File: src/rtl/operand_fetch_if.sv
// ============================================================================
// Module      : operand_fetch_if
// Description : Bundle of the decode, register-file, writeback-snoop and
//               execute signals around the operand-fetch stage.
// Revision    : 1.0 - initial release
// ============================================================================
`default_nettype none

interface operand_fetch_if #(
    parameter int STALL_W = 16
);
    logic               in_valid;
    logic               in_ready;
    logic [3:0]         in_op;
    logic [4:0]         in_rs1;
    logic [4:0]         in_rs2;
    logic [4:0]         in_rd;
    logic [31:0]        in_imm;
    logic               in_use_imm;

    logic [4:0]         rf_a1;
    logic [4:0]         rf_a2;
    logic [31:0]        rf_d1;
    logic [31:0]        rf_d2;
    logic               rf_v1;
    logic               rf_v2;

    logic               wb_en;
    logic [4:0]         wb_a;
    logic [31:0]        wb_data;

    logic               out_valid;
    logic               out_ready;
    logic [3:0]         out_op;
    logic [4:0]         out_rd;
    logic [31:0]        out_a;
    logic [31:0]        out_b;
    logic [STALL_W-1:0] stall_count;

    // master: the operand-fetch stage itself; slave: its surroundings
    modport master (
        input  in_valid, in_op, in_rs1, in_rs2, in_rd, in_imm, in_use_imm,
        output in_ready,
        output rf_a1, rf_a2,
        input  rf_d1, rf_d2, rf_v1, rf_v2,
        input  wb_en, wb_a, wb_data,
        output out_valid, out_op, out_rd, out_a, out_b, stall_count,
        input  out_ready
    );

    modport slave (
        output in_valid, in_op, in_rs1, in_rs2, in_rd, in_imm, in_use_imm,
        input  in_ready,
        input  rf_a1, rf_a2,
        output rf_d1, rf_d2, rf_v1, rf_v2,
        output wb_en, wb_a, wb_data,
        input  out_valid, out_op, out_rd, out_a, out_b, stall_count,
        output out_ready
    );
endinterface

`default_nettype wire

File: src/rtl/operand_fetch.sv
// ============================================================================
// Module      : operand_fetch
// Description : Issue stage holding one instruction until both operands are
//               captured, then offering the packet to execute. Optional
//               writeback bypass enabled by macro OPFETCH_BYPASS_EN.
// Revision    : 1.0 - initial release
// ============================================================================
`default_nettype none

module operand_fetch #(
    parameter int STALL_W = 16
) (
    input  wire logic      clk,
    input  wire logic      rst_n,
    operand_fetch_if.master bus
);
    localparam logic [1:0] c_IDLE = 2'd0;
    localparam logic [1:0] c_WAIT = 2'd1;
    localparam logic [1:0] c_FULL = 2'd2;

    logic [1:0]         state_q, state_d;
    logic [3:0]         op_q, op_d;
    logic [4:0]         rs1_q, rs1_d;
    logic [4:0]         rs2_q, rs2_d;
    logic [4:0]         rd_q, rd_d;
    logic [31:0]        a_q, a_d;
    logic [31:0]        b_q, b_d;
    logic               ok_a_q, ok_a_d;
    logic               ok_b_q, ok_b_d;
    logic [STALL_W-1:0] stall_q, stall_d;

    logic               w_byp_a;
    logic               w_byp_b;
    logic               w_load;

`ifdef OPFETCH_BYPASS_EN
    assign w_byp_a = bus.wb_en && (bus.wb_a == rs1_q) && (rs1_q != 5'd0);
    assign w_byp_b = bus.wb_en && (bus.wb_a == rs2_q) && (rs2_q != 5'd0);
`else
    logic w_unused_wb;
    assign w_unused_wb = ^{bus.wb_en, bus.wb_a, bus.wb_data};
    assign w_byp_a     = 1'b0;
    assign w_byp_b     = 1'b0;
`endif

    // A new instruction enters from IDLE, or from FULL on the same edge the packet leaves
    assign w_load = bus.in_valid &&
                    ((state_q == c_IDLE) || ((state_q == c_FULL) && bus.out_ready));

    always_comb begin
        state_d = state_q;
        op_d    = op_q;
        rs1_d   = rs1_q;
        rs2_d   = rs2_q;
        rd_d    = rd_q;
        a_d     = a_q;
        b_d     = b_q;
        ok_a_d  = ok_a_q;
        ok_b_d  = ok_b_q;
        stall_d = stall_q;

        case (state_q)
            c_IDLE: begin
                if (w_load) state_d = c_WAIT;
            end
            c_WAIT: begin
                if (!ok_a_q && (w_byp_a || bus.rf_v1)) begin
                    a_d    = w_byp_a ? bus.wb_data : bus.rf_d1;
                    ok_a_d = 1'b1;
                end
                if (!ok_b_q && (w_byp_b || bus.rf_v2)) begin
                    b_d    = w_byp_b ? bus.wb_data : bus.rf_d2;
                    ok_b_d = 1'b1;
                end
                if (ok_a_d && ok_b_d) begin
                    state_d = c_FULL;
                end else if (stall_q != {STALL_W{1'b1}}) begin
                    stall_d = stall_q + 1'b1;
                end
            end
            c_FULL: begin
                if (bus.out_ready) state_d = bus.in_valid ? c_WAIT : c_IDLE;
            end
            default: state_d = c_IDLE;
        endcase

        if (w_load) begin
            op_d   = bus.in_op;
            rs1_d  = bus.in_rs1;
            rs2_d  = bus.in_rs2;
            rd_d   = bus.in_rd;
            ok_a_d = 1'b0;
            ok_b_d = bus.in_use_imm;
            if (bus.in_use_imm) b_d = bus.in_imm;
        end
    end

    always_ff @(posedge clk or negedge rst_n) begin
        if (!rst_n) begin
            state_q <= c_IDLE;
            op_q    <= 4'd0;
            rs1_q   <= 5'd0;
            rs2_q   <= 5'd0;
            rd_q    <= 5'd0;
            a_q     <= 32'd0;
            b_q     <= 32'd0;
            ok_a_q  <= 1'b0;
            ok_b_q  <= 1'b0;
            stall_q <= '0;
        end else begin
            state_q <= state_d;
            op_q    <= op_d;
            rs1_q   <= rs1_d;
            rs2_q   <= rs2_d;
            rd_q    <= rd_d;
            a_q     <= a_d;
            b_q     <= b_d;
            ok_a_q  <= ok_a_d;
            ok_b_q  <= ok_b_d;
            stall_q <= stall_d;
        end
    end

    assign bus.in_ready    = (state_q == c_IDLE) || ((state_q == c_FULL) && bus.out_ready);
    assign bus.out_valid   = (state_q == c_FULL);
    assign bus.rf_a1       = (state_q == c_WAIT) ? rs1_q : 5'd0;
    assign bus.rf_a2       = (state_q == c_WAIT) ? rs2_q : 5'd0;
    assign bus.out_op      = op_q;
    assign bus.out_rd      = rd_q;
    assign bus.out_a       = a_q;
    assign bus.out_b       = b_q;
    assign bus.stall_count = stall_q;

endmodule

`default_nettype wire

File: src/flat_wrapper.sv
// flat-port wrapper written by rule: the top's interface ports become plain ports
module operand_fetch_flat 
#(
    parameter int STALL_W = 16
)
  (clk, rst_n, bus_in_valid, bus_in_op, bus_in_rs1, bus_in_rs2, bus_in_rd, bus_in_imm, bus_in_use_imm, bus_in_ready, bus_rf_a1, bus_rf_a2, bus_rf_d1, bus_rf_d2, bus_rf_v1, bus_rf_v2, bus_wb_en, bus_wb_a, bus_wb_data, bus_out_valid, bus_out_op, bus_out_rd, bus_out_a, bus_out_b, bus_stall_count, bus_out_ready);
  operand_fetch_if #(.STALL_W(STALL_W)) bus_i ();
  input  wire logic clk;
  input  wire logic rst_n;
  input wire logic [$bits(bus_i.in_valid)-1:0] bus_in_valid;
  input wire logic [$bits(bus_i.in_op)-1:0] bus_in_op;
  input wire logic [$bits(bus_i.in_rs1)-1:0] bus_in_rs1;
  input wire logic [$bits(bus_i.in_rs2)-1:0] bus_in_rs2;
  input wire logic [$bits(bus_i.in_rd)-1:0] bus_in_rd;
  input wire logic [$bits(bus_i.in_imm)-1:0] bus_in_imm;
  input wire logic [$bits(bus_i.in_use_imm)-1:0] bus_in_use_imm;
  output wire logic [$bits(bus_i.in_ready)-1:0] bus_in_ready;
  output wire logic [$bits(bus_i.rf_a1)-1:0] bus_rf_a1;
  output wire logic [$bits(bus_i.rf_a2)-1:0] bus_rf_a2;
  input wire logic [$bits(bus_i.rf_d1)-1:0] bus_rf_d1;
  input wire logic [$bits(bus_i.rf_d2)-1:0] bus_rf_d2;
  input wire logic [$bits(bus_i.rf_v1)-1:0] bus_rf_v1;
  input wire logic [$bits(bus_i.rf_v2)-1:0] bus_rf_v2;
  input wire logic [$bits(bus_i.wb_en)-1:0] bus_wb_en;
  input wire logic [$bits(bus_i.wb_a)-1:0] bus_wb_a;
  input wire logic [$bits(bus_i.wb_data)-1:0] bus_wb_data;
  output wire logic [$bits(bus_i.out_valid)-1:0] bus_out_valid;
  output wire logic [$bits(bus_i.out_op)-1:0] bus_out_op;
  output wire logic [$bits(bus_i.out_rd)-1:0] bus_out_rd;
  output wire logic [$bits(bus_i.out_a)-1:0] bus_out_a;
  output wire logic [$bits(bus_i.out_b)-1:0] bus_out_b;
  output wire logic [$bits(bus_i.stall_count)-1:0] bus_stall_count;
  input wire logic [$bits(bus_i.out_ready)-1:0] bus_out_ready;
  assign bus_i.in_valid = bus_in_valid;
  assign bus_i.in_op = bus_in_op;
  assign bus_i.in_rs1 = bus_in_rs1;
  assign bus_i.in_rs2 = bus_in_rs2;
  assign bus_i.in_rd = bus_in_rd;
  assign bus_i.in_imm = bus_in_imm;
  assign bus_i.in_use_imm = bus_in_use_imm;
  assign bus_in_ready = bus_i.in_ready;
  assign bus_rf_a1 = bus_i.rf_a1;
  assign bus_rf_a2 = bus_i.rf_a2;
  assign bus_i.rf_d1 = bus_rf_d1;
  assign bus_i.rf_d2 = bus_rf_d2;
  assign bus_i.rf_v1 = bus_rf_v1;
  assign bus_i.rf_v2 = bus_rf_v2;
  assign bus_i.wb_en = bus_wb_en;
  assign bus_i.wb_a = bus_wb_a;
  assign bus_i.wb_data = bus_wb_data;
  assign bus_out_valid = bus_i.out_valid;
  assign bus_out_op = bus_i.out_op;
  assign bus_out_rd = bus_i.out_rd;
  assign bus_out_a = bus_i.out_a;
  assign bus_out_b = bus_i.out_b;
  assign bus_stall_count = bus_i.stall_count;
  assign bus_i.out_ready = bus_out_ready;
  operand_fetch #(.STALL_W(STALL_W)) u_core (.clk(clk), .rst_n(rst_n), .bus(bus_i));
endmodule
File: config.mk
export PLATFORM = sky130hd
export DESIGN_NAME = operand_fetch_flat
export DESIGN_NICKNAME = d
export VERILOG_FILES = /design/src/rtl/operand_fetch_if.sv /design/src/rtl/operand_fetch.sv /design/src/flat_wrapper.sv
export SDC_FILE = /design/constraint.sdc
export NUM_CORES = 1
export LEC_CHECK = 0
export BUFFER_PORTS_ARGS = -buffer_cell sky130_fd_sc_hd__buf_2
export CORE_MARGIN = 2
export CORE_UTILIZATION = 24
export DETAILED_ROUTE_END_ITERATION = 6
export SETUP_SLACK_MARGIN = 0.3
export SYNTH_ARGS = -nofsm -noshare
export SYNTH_HDL_FRONTEND = slang
export SYNTH_SLANG_ARGS = --single-unit
File: constraint.sdc
create_clock -name clk -period 3.68 [get_ports clk]
set_input_delay 0.736 -clock clk [delete_from_list [all_inputs] [get_ports clk]]
set_output_delay 0.736 -clock clk [all_outputs]
set_load 0.03 [all_outputs]
# Yosys cells after proc, flatten, opt, wreduce, memory -nomap -nowiden
# Index checks and enable logic that the tools add are counted.
totals:
  rom_bits: 0
  elab_cells: 50
  mem_bits_rw: 0
  latch_bits: 0
  regBits: 103
  memories: 0
op_classes:
  shift: 0
  add_sub_neg: 1
  n_eq_ne: 6
  div_mod_pow: 0
  bitwise: 1
  muxes: 19
  order_cmp: 0
  n_mul: 0
  n_reduce_logical: 13
op_table:
  columns: ["operator", "n"]
  rows:
  - ["2-to-1 mux 32 bit", 4]
  - ["adder 16 x 1 -> 16 bit, second input constant", 1]
  - ["!= test 16 bit, second input constant", 1]
  - ["2-to-1 mux 5 bit", 2]
  - ["2-to-1 mux 1 bit", 9]
  - ["2-to-1 mux 2 bit", 3]
  - ["!= test 2 x 1 -> 1 bit, second input constant", 3]
  - ["one-hot mux 2 bit (3 select lines)", 1]
  - ["AND reduction 3 bit", 2]
  - ["logical AND 1 bit", 5]
  - ["== test 2 x 1 -> 1 bit, second input constant", 1]
  - ["== test 2 bit, second input constant", 1]
  - ["logical NOT 1 bit", 2]
  - ["logical NOT 2 bit", 1]
  - ["AND reduction 2 bit", 1]
  - ["nonzero test 2 bit", 1]
  - ["logical OR 1 bit", 1]
  - ["NOT 1 bit", 1]

# Logic depth before layout (Yosys ltp)
logic_depth:
  depth_word: 7
  ltp_mapped: 6

# Worst setup path before layout
# OpenSTA, ideal clock, no wires.
synth_path:
  path_type: "input-to-reg"
  from: "input bus_out_ready"
  to: "register u_core.op_q[0], in the netlist u_core.bus.out_op[0]"
  arrival_ps: 2124
  setup_ps: 125
  setup_slack_ps: 1431
  path_buffers: 2
  cell_stages: 6
  path_cell_list: "nand2b_1 -> nor2b_1 -> and2_1 -> buf_6 -> buf_6 -> mux2_4"
synth_between:
  elab_chain_cells: 3
synth_rtl:
  columns: ["element", "line_no", "text"]
  rows:
  - ["from (decl)", "flat_wrapper.sv:33", "input wire logic [$bits(bus_i.out_ready)-1:0] bus_out_ready;"]
  - ["logical AND 1 bit", null, null]
  - ["logical OR 1 bit", null, null]
  - ["named net bus_in_ready", "flat_wrapper.sv:17", "output wire logic [$bits(bus_i.in_ready)-1:0] bus_in_ready;"]
  - ["logical AND 1 bit", "operand_fetch.sv:47", "assign w_load = bus.in_valid &&"]
  - ["to (signal assigned)", "operand_fetch.sv:112", "op_q <= op_d;"]
  - ["to (decl)", "operand_fetch.sv:22", "logic [3:0] op_q, op_d;"]
# The timed path passes the listed nets, and every way through them passes these cells.
# A chain may end at the register's enable or synchronous reset.

# Worst setup path after layout
layout_path:
  from: "register u_core.state_q[1]"
  to: "output bus_rf_a2[1]"
layout_between:
  elab_chain_cells: 2
layout_rtl:
  columns: ["element", "line_no", "text"]
  rows:
  - ["from (decl)", "operand_fetch.sv:21", "logic [1:0] state_q, state_d;"]
  - ["from (signal assigned)", "operand_fetch.sv:100", "state_q <= c_IDLE;"]
  - ["from (signal assigned)", "operand_fetch.sv:111", "state_q <= state_d;"]
  - ["== test 2 x 1 -> 1 bit", "operand_fetch.sv:127", "assign bus.rf_a2 = (state_q == c_WAIT) ? rs2_q : 5'd0;"]
  - ["2-to-1 mux 5 bit", "operand_fetch.sv:127", null]
  - ["to (decl)", "flat_wrapper.sv:19", "output wire logic [$bits(bus_i.rf_a2)-1:0] bus_rf_a2;"]
# Every way passes these cells.

==> reports/metrics.yaml <==
firstDrtPassIters: 3
io_buffers: 222
required_ns: 2.94
synth_nets: 510
finalCritPeriodShare_pct: 60.7
outcome: "complete, no violations"
synth_seq_cells: 103
routedWlPerCell_um: 14.0
maxCapViolCount: 0
critPathCapture: "bus_rf_a2[1]"
totalPowerFinal_mw: 5.44
final-setup-viol-count: 0
netlist_top_cells_area: "dfrtp_1 (57%), mux2_1 (7.7%), mux2i_1 (7.1%)"
crit_start: "u_core.state_q[1]$_DFFE_PN0P_"
crit_fanout: 15
critPathLaunchType: "flip-flop"
place_area_sq_um: 5850
grt.total_usage_pct: 11.2
hold_violations: 0
ys_warn_count: 0
hold-worst-slack_ns: 0.428
filler_cell_count: 1914
reg2reg_setup_slack_ns: 1.50
max_freq_mhz: 448
fp.dieW_um: 142
yosys.area.top_type: "dfrtp_1"
cts_tree: "yes"
start_util_pct: 24.4
drt_iter0_drc: 102
vias: 3395
clk_path_buf_depth: 2
antenna_found_initial: 0
ctsRootBufferMaster: "clkbuf_16"
path_clk_slew_ns: 0.07
yosysSeqAreaShare_pct: 56.7
dieArea_sq_um: 20000
p_int_mw: 3.05
syn_inst: 349
nNetsFinal: 731
clkPwrFrac_pct: 17.3
path_class: "flip-flop to output port"
p_seq_share_pct: 35.1
antenna_cells: 0
cts_resized: 0
drc: 0
worst-endpoint-arrival_ns: 1.50
htree_levels: 3
slew_violations: 0
fin_skew_ns: 0.00893
grt_pass1_vias: 3321
p_sw_mw: 2.39
min_period_ns: 2.23
area_growth_pct: 35.1
grt_pass1_wl_um: 17300
core-area_sq_um: 18600
hp-class: "primary input to async pin"
cts_hold_buffers: 0
ant_nets: 0
rr_endpoint: "u_core.bus.out_a[31]$_DFFE_PN0P_"
routabilityCongestion: 0.716
clkSinkCount: 103
rr_worst_depth: 5
drive_gt1_share_pct: 47.7
relSlewSlack_pct: 37.0
design_area_sq_um: 6140
drt-vias-per-instance: 4.20
tightestPinTransition_ns: 0.943
rsz0062_at_grt: "no"
cp-end-kind: "output port"
netlist.area_leader.share_pct: 56.7
grt_max_degree: 65
numCtsBuffers: 9
die_y_um: 142
timing.setup.tns_ns: 0
grt_overflow_total: 0
yosysUniqueCellTypes: 37
synth_area_sq_um: 4540
clk_latency_ns: 0.35
p_leak_nw: 2.99
place_hpwl_um: 8310
cts_setup_buffers: 0
routed_wl_um: 11300
switching_share_pct: 43.9
ir_worst_vdd_uv: 308
avgSynthCellArea_sq_um: 13.0
rows: 50
worst_r2r_startpoint: "u_core.state_q[1]$_DFFE_PN0P_"
powerDensity_nw_per_um2: 887
io_pins: 261
combPwrFrac_pct: 47.7
[power by group through the flow]
stage / combinational [mW] / clock (mW) / sequential, mW
after floorplan: 1.02 / 0 / 2.79
after global placement: 2.61 / 0 / 1.91
after detailed placement: 2.64 / 0 / 1.93
after CTS: 2.64 / 0.993 / 1.91
after global routing: 2.77 / 1.04 / 1.98
final: 2.59 / 0.940 / 1.91
[cells in the final DEF, fill, tap and decap left out, drive strengths merged, types with 6 or more instances in the layout]
master / Yosys / layout
buf: 14 / 229
nand3: 6 / 6
clkbuf: 5 / 10
dfrtp: 103 / 103
xor2: 11 / 11
mux2: 52 / 52
mux2i: 32 / 32
nor2: 36 / 36
and2: 11 / 11
a21oi: 34 / 34
nand2: 7 / 7
[cell type report]
class                           count  area [sq um]  area share [%]
Sequential cell                   103          2580            42.0
Timing Repair Buffer              229          1170            19.0
Multi-Input combinational cell    227          1810            29.5
Clock buffer                       10           239            3.89
Clock inverter                      6          50.0           0.815
Tap cell                          234           293            4.77
[how the worst min path moves through the flow]
stage	start	endpoint	slack (ns)	depth (start not counted)
2_1_floorplan	rst_n	u_core.bus.out_a[0]$_DFFE_PN0P_	0.44	0
6_report	rst_n	u_core.bus.out_a[15]$_DFFE_PN0P_	0.43	1
5_1_grt	rst_n	u_core.bus.out_a[8]$_DFFE_PN0P_	0.47	1
3_3_place_gp	u_core.bus.out_a[5]$_DFFE_PN0P_	u_core.bus.out_a[5]$_DFFE_PN0P_	0.46	1
4_1_cts	rst_n	u_core.bus.out_a[8]$_DFFE_PN0P_	0.45	1
3_5_place_dp	u_core.bus.out_a[21]$_DFFE_PN0P_	u_core.bus.out_a[21]$_DFFE_PN0P_	0.47	1
[synth_stat cells, drive strengths merged]
master,count
xnor2,4
and3,4
and2b,1
ha,1
nand2b,3
nand3,6
mux2,52
and4,2
a21oi,34
dfrtp,103
nand2,7
nor2,36
nand4,5
nor3,4
nor4b,1
xor2,11
o22ai,2
nor2b,2
nor4,4
nand4b,1
mux2i,32
and2,11
nor3b,3
clkbuf,5
o21ai,1
buf,14
[sequential cells by signal, indices dropped and copies added, names as in the netlist]
signal                  count
u_core.state_q              2
u_core.ok_a_q               1
u_core.bus.out_op           4
u_core.ok_b_q               1
u_core.bus.stall_count     16
u_core.bus.out_b           32
u_core.rs2_q                5
u_core.bus.out_a           32
u_core.bus.out_rd           5
u_core.rs1_q                5
[stage by stage]
step	setup WS, ns	util (%)	cells
finish	1.45	32.9	809
global route	1.32	32.9	809
CTS	1.42	32.9	809
detailed placement	1.17	31.4	793
global placement	1.21	31.4	793
floorplan	1.43	-	349
[worst max-delay path, stage by stage, from the launching register on]
cell     delay (ns)
dfrtp_1        0.41
and2b_1        0.19
buf_4          0.20
and2_1         0.15
buf_2          0.19
[metal layers]
layer / wire [um] / vias up / track usage, %
li1: - / 1664 / -
met5: 0 / - / 0
met3: 595 / 13 / 2.33
met4: 249 / 0 / 5.79
met2: 5680 / 113 / 19.5
met1: 4760 / 1605 / 13.0
[cell families (layout without fill, tap and decap cells)]
family | after synthesis | in the layout | synth area share, %
mux | 84 | 84 | 21.3
simple gates | 90 | 90 | 11.0
flops | 103 | 103 | 56.7
buf+inv | 19 | 245 | 3.50
fa+ha+maj | 1 | 1 | 0.275
compound gates | 37 | 37 | 4.27
xor+xnor | 15 | 15 | 2.89
No activity file was read; power rests on OpenSTA's default activity.
